`config.mk`:
```
export PLATFORM = sky130hd
export DESIGN_NAME = parity_sched
export DESIGN_NICKNAME = d
export VERILOG_FILES = /design/src/rtl/parity_sched.sv
export SDC_FILE = /design/constraint.sdc
export NUM_CORES = 1
export LEC_CHECK = 0
export CAP_MARGIN = 20
export CORE_ASPECT_RATIO = 0.75
export CORE_MARGIN = 2
export CORE_UTILIZATION = 36
export CTS_CLUSTER_SIZE = 12
export DETAILED_ROUTE_END_ITERATION = 7
export PLACE_DENSITY = 0.67
export SLEW_MARGIN = 30
export SYNTH_ARGS = -nofsm -noshare
export SYNTH_HDL_FRONTEND = slang
export SYNTH_SLANG_ARGS = --single-unit
```
`constraint.sdc`:
```
create_clock -name clk -period 2 [get_ports clk]
set_input_delay 0.3 -clock clk [delete_from_list [all_inputs] [get_ports clk]]
set_output_delay 0.3 -clock clk [all_outputs]
set_load 0.01 [all_outputs]
```
`src/rtl/parity_sched.sv`:
```
// Round-robin scheduler sharing one serial parity engine between N_REQ requesters.
// Grants one requester, launches the engine, waits on its busy handshake and returns parity.
module parity_sched #(
   parameter int N_REQ   = 4,
   parameter int DW      = 8,
   parameter int TIMEOUT = 15,
   localparam int GW     = (N_REQ > 1) ? $clog2(N_REQ) : 1,
   localparam int CW     = $clog2(TIMEOUT + 1)
) (
   input  logic                clk,
   input  logic                reset,
   input  logic [N_REQ-1:0]    req,
   input  logic [N_REQ*DW-1:0] req_data,
   output logic [N_REQ-1:0]    ack,
   output logic                res_even,
   output logic                res_odd,
   output logic                res_err,
   output logic [GW-1:0]       grant_id,
   output logic                active,
   output logic                par_start,
   output logic [DW-1:0]       par_data,
   input  logic                par_busy,
   input  logic                par_even,
   input  logic                par_odd
);

   typedef enum logic [2:0] {IDLE, LAUNCH, WAIT_BUSY, RUN, DONE} state_t;

   state_t        state, state_d;
   logic [GW-1:0] ptr;
   logic [CW-1:0] wd_cnt;
   logic          win_vld;
   logic [GW-1:0] win_id;
   logic [GW:0]   probe;
   logic [DW-1:0] words [N_REQ];

   // Round-robin search: walk offsets downward so the lowest offset from ptr wins.
   always_comb begin
      // NOTE: every combinational output gets a default first so no path leaves it unassigned (no latch).
      win_vld = 1'b0;
      win_id  = '0;
      probe   = '0;
      for (int i = N_REQ - 1; i >= 0; i--) begin
         probe = {1'b0, ptr} + (GW + 1)'(i);
         if (probe >= (GW + 1)'(N_REQ))
            probe = probe - (GW + 1)'(N_REQ);
         if (req[probe[GW-1:0]]) begin
            win_vld = 1'b1;
            win_id  = probe[GW-1:0];
         end
      end
   end

   always_comb begin
      for (int i = 0; i < N_REQ; i++)
         words[i] = req_data[i*DW +: DW];
   end

   always_comb begin
      state_d = state;
      case (state)
         IDLE:      if (win_vld) state_d = LAUNCH;
         LAUNCH:    state_d = WAIT_BUSY;
         WAIT_BUSY: begin
            if (par_busy)
               state_d = RUN;
            else if (wd_cnt == CW'(TIMEOUT))
               state_d = DONE;
         end
         RUN:       if (!par_busy) state_d = DONE;
         DONE:      state_d = IDLE;
         default:   state_d = IDLE;
      endcase
   end

   // NOTE: sequential state uses non-blocking assignments so every register samples pre-edge values.
   always_ff @(posedge clk or posedge reset) begin
      if (reset)
         state <= IDLE;
      else
         state <= state_d;
   end

   // Outputs are registered from the next state so they line up with the state they describe.
   always_ff @(posedge clk or posedge reset) begin
      if (reset) begin
         ack       <= '0;
         res_even  <= 1'b0;
         res_odd   <= 1'b0;
         res_err   <= 1'b0;
         grant_id  <= '0;
         active    <= 1'b0;
         par_start <= 1'b0;
         par_data  <= '0;
         ptr       <= '0;
         wd_cnt    <= '0;
      end else begin
         par_start <= (state_d == LAUNCH);
         active    <= (state_d != IDLE);
         ack       <= (state_d == DONE) ? (N_REQ'(1) << grant_id) : '0;
         case (state)
            IDLE: begin
               if (win_vld) begin
                  grant_id <= win_id;
                  par_data <= words[win_id];
               end
            end
            LAUNCH: wd_cnt <= '0;
            WAIT_BUSY: begin
               if (!par_busy) begin
                  if (wd_cnt == CW'(TIMEOUT)) begin
                     res_even <= 1'b0;
                     res_odd  <= 1'b0;
                     res_err  <= 1'b1;
                  end else begin
                     wd_cnt <= wd_cnt + 1'b1;
                  end
               end
            end
            RUN: begin
               if (!par_busy) begin
                  res_even <= par_even;
                  res_odd  <= par_odd;
                  res_err  <= 1'b0;
               end
            end
            DONE: begin
               if (grant_id == GW'(N_REQ - 1))
                  ptr <= '0;
               else
                  ptr <= grant_id + 1'b1;
            end
            default: ;
         endcase
      end
   end

endmodule

```
==> impl_metrics.toml, run 1 <==
[flow_run]
max_cap_violations = 0

[die]
num_rows = 19
start_util = 0.3856
num_io_pins = 60
placeableCoreArea_um2 = 3780
dieHeight_um = 59.11
die_w_um = 77.48
dieArea_um2 = 4579

[layout]
design_area_um2 = 2222
utilization = 0.5879
nets = 250
diodes = 0
layout.cells.non_filler = 255
drive_gt1_frac = 0.09360
regArea_um2 = 700.7
area_growth_syn_to_layout_pct = 52.45
multi_input_area_um2 = 696.9
nFillCells = 320

[route]
drt-total-wl_mm = 3.826
vias = 1278
ant_nets = 0
drt-initial-drc-count = 108
first_pass_iters = 4
drc = 0
viasPerCell = 5.012
wire_per_inst_um = 15.00

[clock_tree]
clockBufferDepth = 2
htreeDepth = 1
cts_setup_buffers = 0
cts_tree = "built"
cts_made_buffers = 3
cts-root-buf = "clkbuf_8"
clock_sinks = 28
clk_latency_ns = 0.27
clk_pin_slew_worst_paths_ns = 0.10

[setup_path]
worstPathCellList = "clkdlybuf4s50_1, buf_4, a21oi_1, o21ai_0, a2bb2o_1, or2_1, o221ai_1"
crit_type = "in2reg"
worst_setup_path_end_kind = "flip-flop"
critical_path.max_fanout = 9
worstReg2RegStart = "wd_cnt[0]$_DFFE_PP0P_"
start_kind = "input pin"
arrival_ns = 1.95
cp_num_cells = 7
critPathLaunch = "req[1]"
r2r_end = "wd_cnt[1]$_DFFE_PP0P_"
cp_data_required_time_ns = 2.19
ff2ff_path_depth = 4
crit_family = "compound AO/OA/AOI/OAI gates"
r2r_slack_ns = 0.27
cp_slowest_stage_delay_ns = 0.42
crit_buf_inv = 2
critPathSlowestCell = "clkdlybuf4s50_1"

[placement]
gp_congestion = 0.8772
dpl_cell_area_um2 = 2167
dp_hpwl_mm = 3.081
dp.cells = 251
io_buffer_count = 59

[sta]
max_slew.worst_pin.slew_ns = 0.4053
min_period_ns = 1.765
clock_skew_ns = 0.001289
finalSetupViolations = 0
hold_violations = 0
max_slew_margin = 0.7273
max_freq_mhz = 566.6
rsz0062_at_grt = "false"
fin_setup_tns_ns = 0
finalCritPeriodShare = 0.8825
drv_slew = 0

[synthesis]
synth_top_area_share = 0.4807
synth-edff-count = 0
synthMuxAreaShare = 0.1253
ys_ff_latch = 28
syn_nets = 182
synth_adder_area_share = 0.04292
synth.area.top_cells = "dfrtp_1, mux2i_1, ha_1"
synth_top_family_by_area = "simple AND/OR/NAND/NOR gates"
synth-xor-area-share = 0.01202
synth_top_flop_cell = "dfrtp_1"
synth_common_cells = "dfrtp_1, mux2i_1, nand2_1, inv_1, nor2_1"
synth_top_area_cell = "dfrtp_1"
synth_compound_area_frac = 0.1451
synth-simple-area-share = 0.1485
synth_area_um2 = 1458
ys_warn_count = 0
synth-seq-area-share = 0.4807
async_flop_share = 1.000
yosysMostFrequentCell = "dfrtp_1"
syn_inst = 136
syn_avg_cell_area_um2 = 10.72
synth_cell_types = 36

[power]
power_uw = 2657
p_leak_uw = 0.001043
vdd_drop_max_uv = 937.2
power_density_nw_per_um2 = 1196

[worst_hold_path]
hold_path.class = "in2async"

[grt]
grt_pass1_vias = 1344
grt_max_degree = 29
grt_overflow_total = 0
grt_pass1_wl_mm = 6.154
grt_antenna_before_repair = 0
grt_usage = 0.1709

[outcome]
outcome = "finished, final reports clean"
==> power breakdown <==
group | internal (uW) | switching [uW] | total (uW) | leakage (uW)
logic | 748 | 615 | 1360 | 0.000657
registers | 773 | 168 | 941 | 0.000357
clock network | 176 | 177 | 353 | 0.0000288
total | 1700 | 960 | 2660 | 0.00104
==> how the worst max path moves through the flow <==
stage                              end
6_report       par_data[4]$_DFFE_PP0P_
5_1_grt        par_data[4]$_DFFE_PP0P_
4_1_cts        par_data[4]$_DFFE_PP0P_
3_5_place_dp   par_data[4]$_DFFE_PP0P_
3_3_place_gp   par_data[1]$_DFFE_PP0P_
2_1_floorplan    wd_cnt[1]$_DFFE_PP0P_
==> kinds of logic after synthesis <==
| logic type | Yosys count |
|---|---|
| and+or+nand+nor | 42 |
| DFF | 28 |
| AOI/OAI and AO/OA | 27 |
| muxes | 18 |
| buffers and inverters | 14 |
| adders and majority gates | 5 |
| xor gates and xnor gates | 2 |
==> worst min-delay path: stages <==
cell	delay, ns
clkdlybuf4s50_1	0.39
inv_1	0.05
buf_4	0.33
==> final cells by class <==
cell class,instances,area share
timing repair buffer,68,0.3018
tap,52,0.02928
inverter,9,0.01520
clock buffer,4,0.02477
multi-input combinational,94,0.3136
sequential,28,0.3153
==> registers in the layout (all words and copies together), names as in the netlist <==
name	count
wd_cnt	4
res_err	1
active	1
res_even	1
ptr	2
grant_id	2
par_start	1
par_data	8
ack	4
state	3
res_odd	1
==> per-layer routing <==
layer	up-vias	wire, um	global-route usage	part of all wire
met5	-	0	0	0
met4	0	97	0.07653	0.025
met3	10	99	0.03201	0.026
met2	25	1987	0.2969	0.52
met1	623	1641	0.2121	0.43
li1	620	-	-	-
==> per-stage QoR <==
| stage | setup slack [ns] | hold slack [ns] |
|---|---|---|
| final | 0.2351 | 0.3774 |
| after detailed placement | -0.1827 | 0.4829 |
| after CTS | 0.08732 | 0.3922 |
| after floorplan | 0.3794 | 0.3654 |
| after global routing | 0.1317 | 0.4324 |
| after global placement | -0.1258 | 0.4730 |
==> placed cells by master, fill, tap and decap left out, types with 2 or more instances in the layout <==
| master | count |
|---|---|
| dfrtp_1 | 28 |
| clkbuf_8 | 4 |
| nand2_1 | 14 |
| buf_4 | 8 |
| a22o_1 | 4 |
| o21ai_0 | 5 |
| ha_1 | 5 |
| nor3_1 | 2 |
| o221ai_1 | 7 |
| xor2_1 | 2 |
| nor3b_1 | 2 |
| mux2_2 | 2 |
| mux2i_1 | 16 |
| a21oi_1 | 4 |
| and2_1 | 4 |
| nor2_1 | 8 |
| nor2b_1 | 3 |
| clkdlybuf4s50_1 | 59 |
| inv_1 | 9 |
==> repair_timing <==
item                                   in CTS  in global routing
resized for setup                           0                  1
setup endpoints to repair                   0                  9
endpoints found under the hold margin       0                  0
hold buffers                                0                  0
(Power assumes the default switching activity.)
==> run 2: changes to the inputs <==
CTS_BUF_LIST = sky130_fd_sc_hd__clkbuf_2   (was not set)
==> run 2 against run 1 <==
Net effect:
- sequential power is essentially flat
- via count up 0.55%
- worst setup slack worse by 0.063 ns
- critical path depth decreased by 2
- worst hold slack worse by 0.13 ns
- wire length is 0.91% lower
- flip-flop and latch count stayed put
- highest routed layer unchanged
- total power is 5.6% lower
- utilization shrank 0.96 points
- clock power fell by 41%
- combinational power is essentially flat
==> impl_metrics.toml, run 2 (synthesized netlist as in run 1, its figures left out) <==
[grt]
grt_overflow_total = 0
grt_max_degree = 29
grt_pass1_vias = 1333
grt_antenna_before_repair = 0
grt_usage = 0.1682
grt_pass1_wl_mm = 6.113

[setup_path]
critPathSlowestCell = "or2_0"
crit_buf_inv = 1
worstPathCellList = "clkdlybuf4s50_1, nor4_1, or4_4, or2_0, o221ai_1"
worst_setup_path_end_kind = "flip-flop"
crit_type = "in2reg"
arrival_ns = 2.06
cp_slowest_stage_delay_ns = 0.47
crit_family = "simple AND/OR/NAND/NOR gates"
critical_path.max_fanout = 9
cp_data_required_time_ns = 2.23
start_kind = "input pin"

[sta]
finalSetupViolations = 0
clock_skew_ns = 0.02059
min_period_ns = 1.828
rsz0062_at_grt = "false"
drv_slew = 0
max_slew.worst_pin.slew_ns = 0.5806
max_slew_margin = 0.6130
finalCritPeriodShare = 0.9138
hold_violations = 0
max_freq_mhz = 547.1
hold_ws_ns = 0.2446

[clock_tree]
cts_resized = 0
cts_setup_buffers = 0
cts-root-buf = "clkbuf_2"
cts_made_buffers = 3
cts_hold_buf = 0
htreeDepth = 1
clk_pin_slew_worst_paths_ns = 0.27
cts_tree = "built"
clockBufferDepth = 2
clk_latency_ns = 0.36
clock_sinks = 28

[layout]
utilization = 0.5783
mostFrequentLayoutCells = "clkdlybuf4s50_1, dfrtp_1, mux2i_1, nand2_1, inv_1"
largest_register_ffs = 8
regArea_um2 = 700.7
largest_registers = "par_data x8, ack x4, wd_cnt x4"
area_growth_syn_to_layout_pct = 49.96
layout.cells.non_filler = 255
layout_commonest_cell = "clkdlybuf4s50_1"
nFillCells = 322
diodes = 0
drive_gt1_frac = 0.08867
multi_input_area_um2 = 696.9
top_register = "par_data"
nets = 250

[route]
first_pass_iters = 4
viasPerCell = 5.039
vias = 1285
ant_nets = 0
drc = 0
drt-initial-drc-count = 76
drt-total-wl_mm = 3.791
wire_per_inst_um = 14.87

[outcome]
outcome = "finished, final reports clean"

[die]
die_w_um = 77.48
placeableCoreArea_um2 = 3780
num_rows = 19
dieHeight_um = 59.11
dieArea_um2 = 4579
start_util = 0.3856
num_io_pins = 60

[power]
vdd_drop_max_uv = 623.4
power_density_nw_per_um2 = 1147
power_uw = 2508
p_leak_uw = 0.001028

[placement]
dp.cells = 251
dp_hpwl_mm = 3.081
gp_congestion = 0.8772
io_buffer_count = 59

[flow_run]
max_cap_violations = 0

[worst_hold_path]
hold_path.class = "in2async"
run 2: cell type report:
cell class	instances	share of cell area
sequential	28	0.3205
inverter	9	0.01546
tap	52	0.02977
clock inverter	1	0.001717
clock buffer	3	0.006869
timing repair buffer	68	0.3068
multi-input combinational	94	0.3188
run 2: worst paths after layout:
kind	start	endpoint	slack (ns)	depth (start not counted)
min in group clk	par_data[3]$_DFFE_PP0P_	par_data[3]$_DFFE_PP0P_	0.53	2
setup reg to reg	state[1]$_DFF_PP0_	par_data[4]$_DFFE_PP0P_	0.17	3
setup / recovery	req[0]	par_data[4]$_DFFE_PP0P_	0.17	5
max in group asynchronous	reset	state[1]$_DFF_PP0_	1.47	3
hold reg to reg	par_data[3]$_DFFE_PP0P_	par_data[3]$_DFFE_PP0P_	0.53	2
hold / removal	reset	ack[1]$_DFF_PP0_	0.24	3
run 2: metrics by stage:
stage | setup TNS, ns | instance area [um2] | setup slack (ns)
2_1_floorplan | 0 | 1458 | 0.3794
3_3_place_gp | -1.019 | 2167 | -0.1258
3_5_place_dp | -1.528 | 2167 | -0.1827
4_1_cts | 0 | 2186 | 0.1734
5_1_grt | 0 | 2186 | 0.08110
6_report | 0 | 2186 | 0.1723
run 2: layer usage:
metal,vias up,global-route usage,share of wire
met1,625,0.2119,0.43
li1,624,-,-
met2,26,0.2957,0.52
met4,0,0.06378,0.024
met3,10,0.02896,0.026
met5,-,0,0
run 2: power by group:
| part | switching, uW | internal [uW] | total (uW) | leakage, uW |
|---|---|---|---|---|
| combinational | 615 | 747 | 1360 | 0.000657 |
| sequential | 169 | 771 | 939 | 0.000357 |
| clock | 163 | 43.4 | 207 | 0.0000140 |
| total | 947 | 1560 | 2510 | 0.00103 |
run 2: worst register-to-register path: stages (launching register included):
cell and delay, ns:
dfrtp_1 0.51, or4_4 0.56, or2_0 0.44, o221ai_1 0.25
==> run 3: changes to the inputs <==
SKIP_LAST_GASP = 1   (was not set)
==> results of run 3 <==
Same layout as run 2: the final DEF is identical, and so are final timing and power.
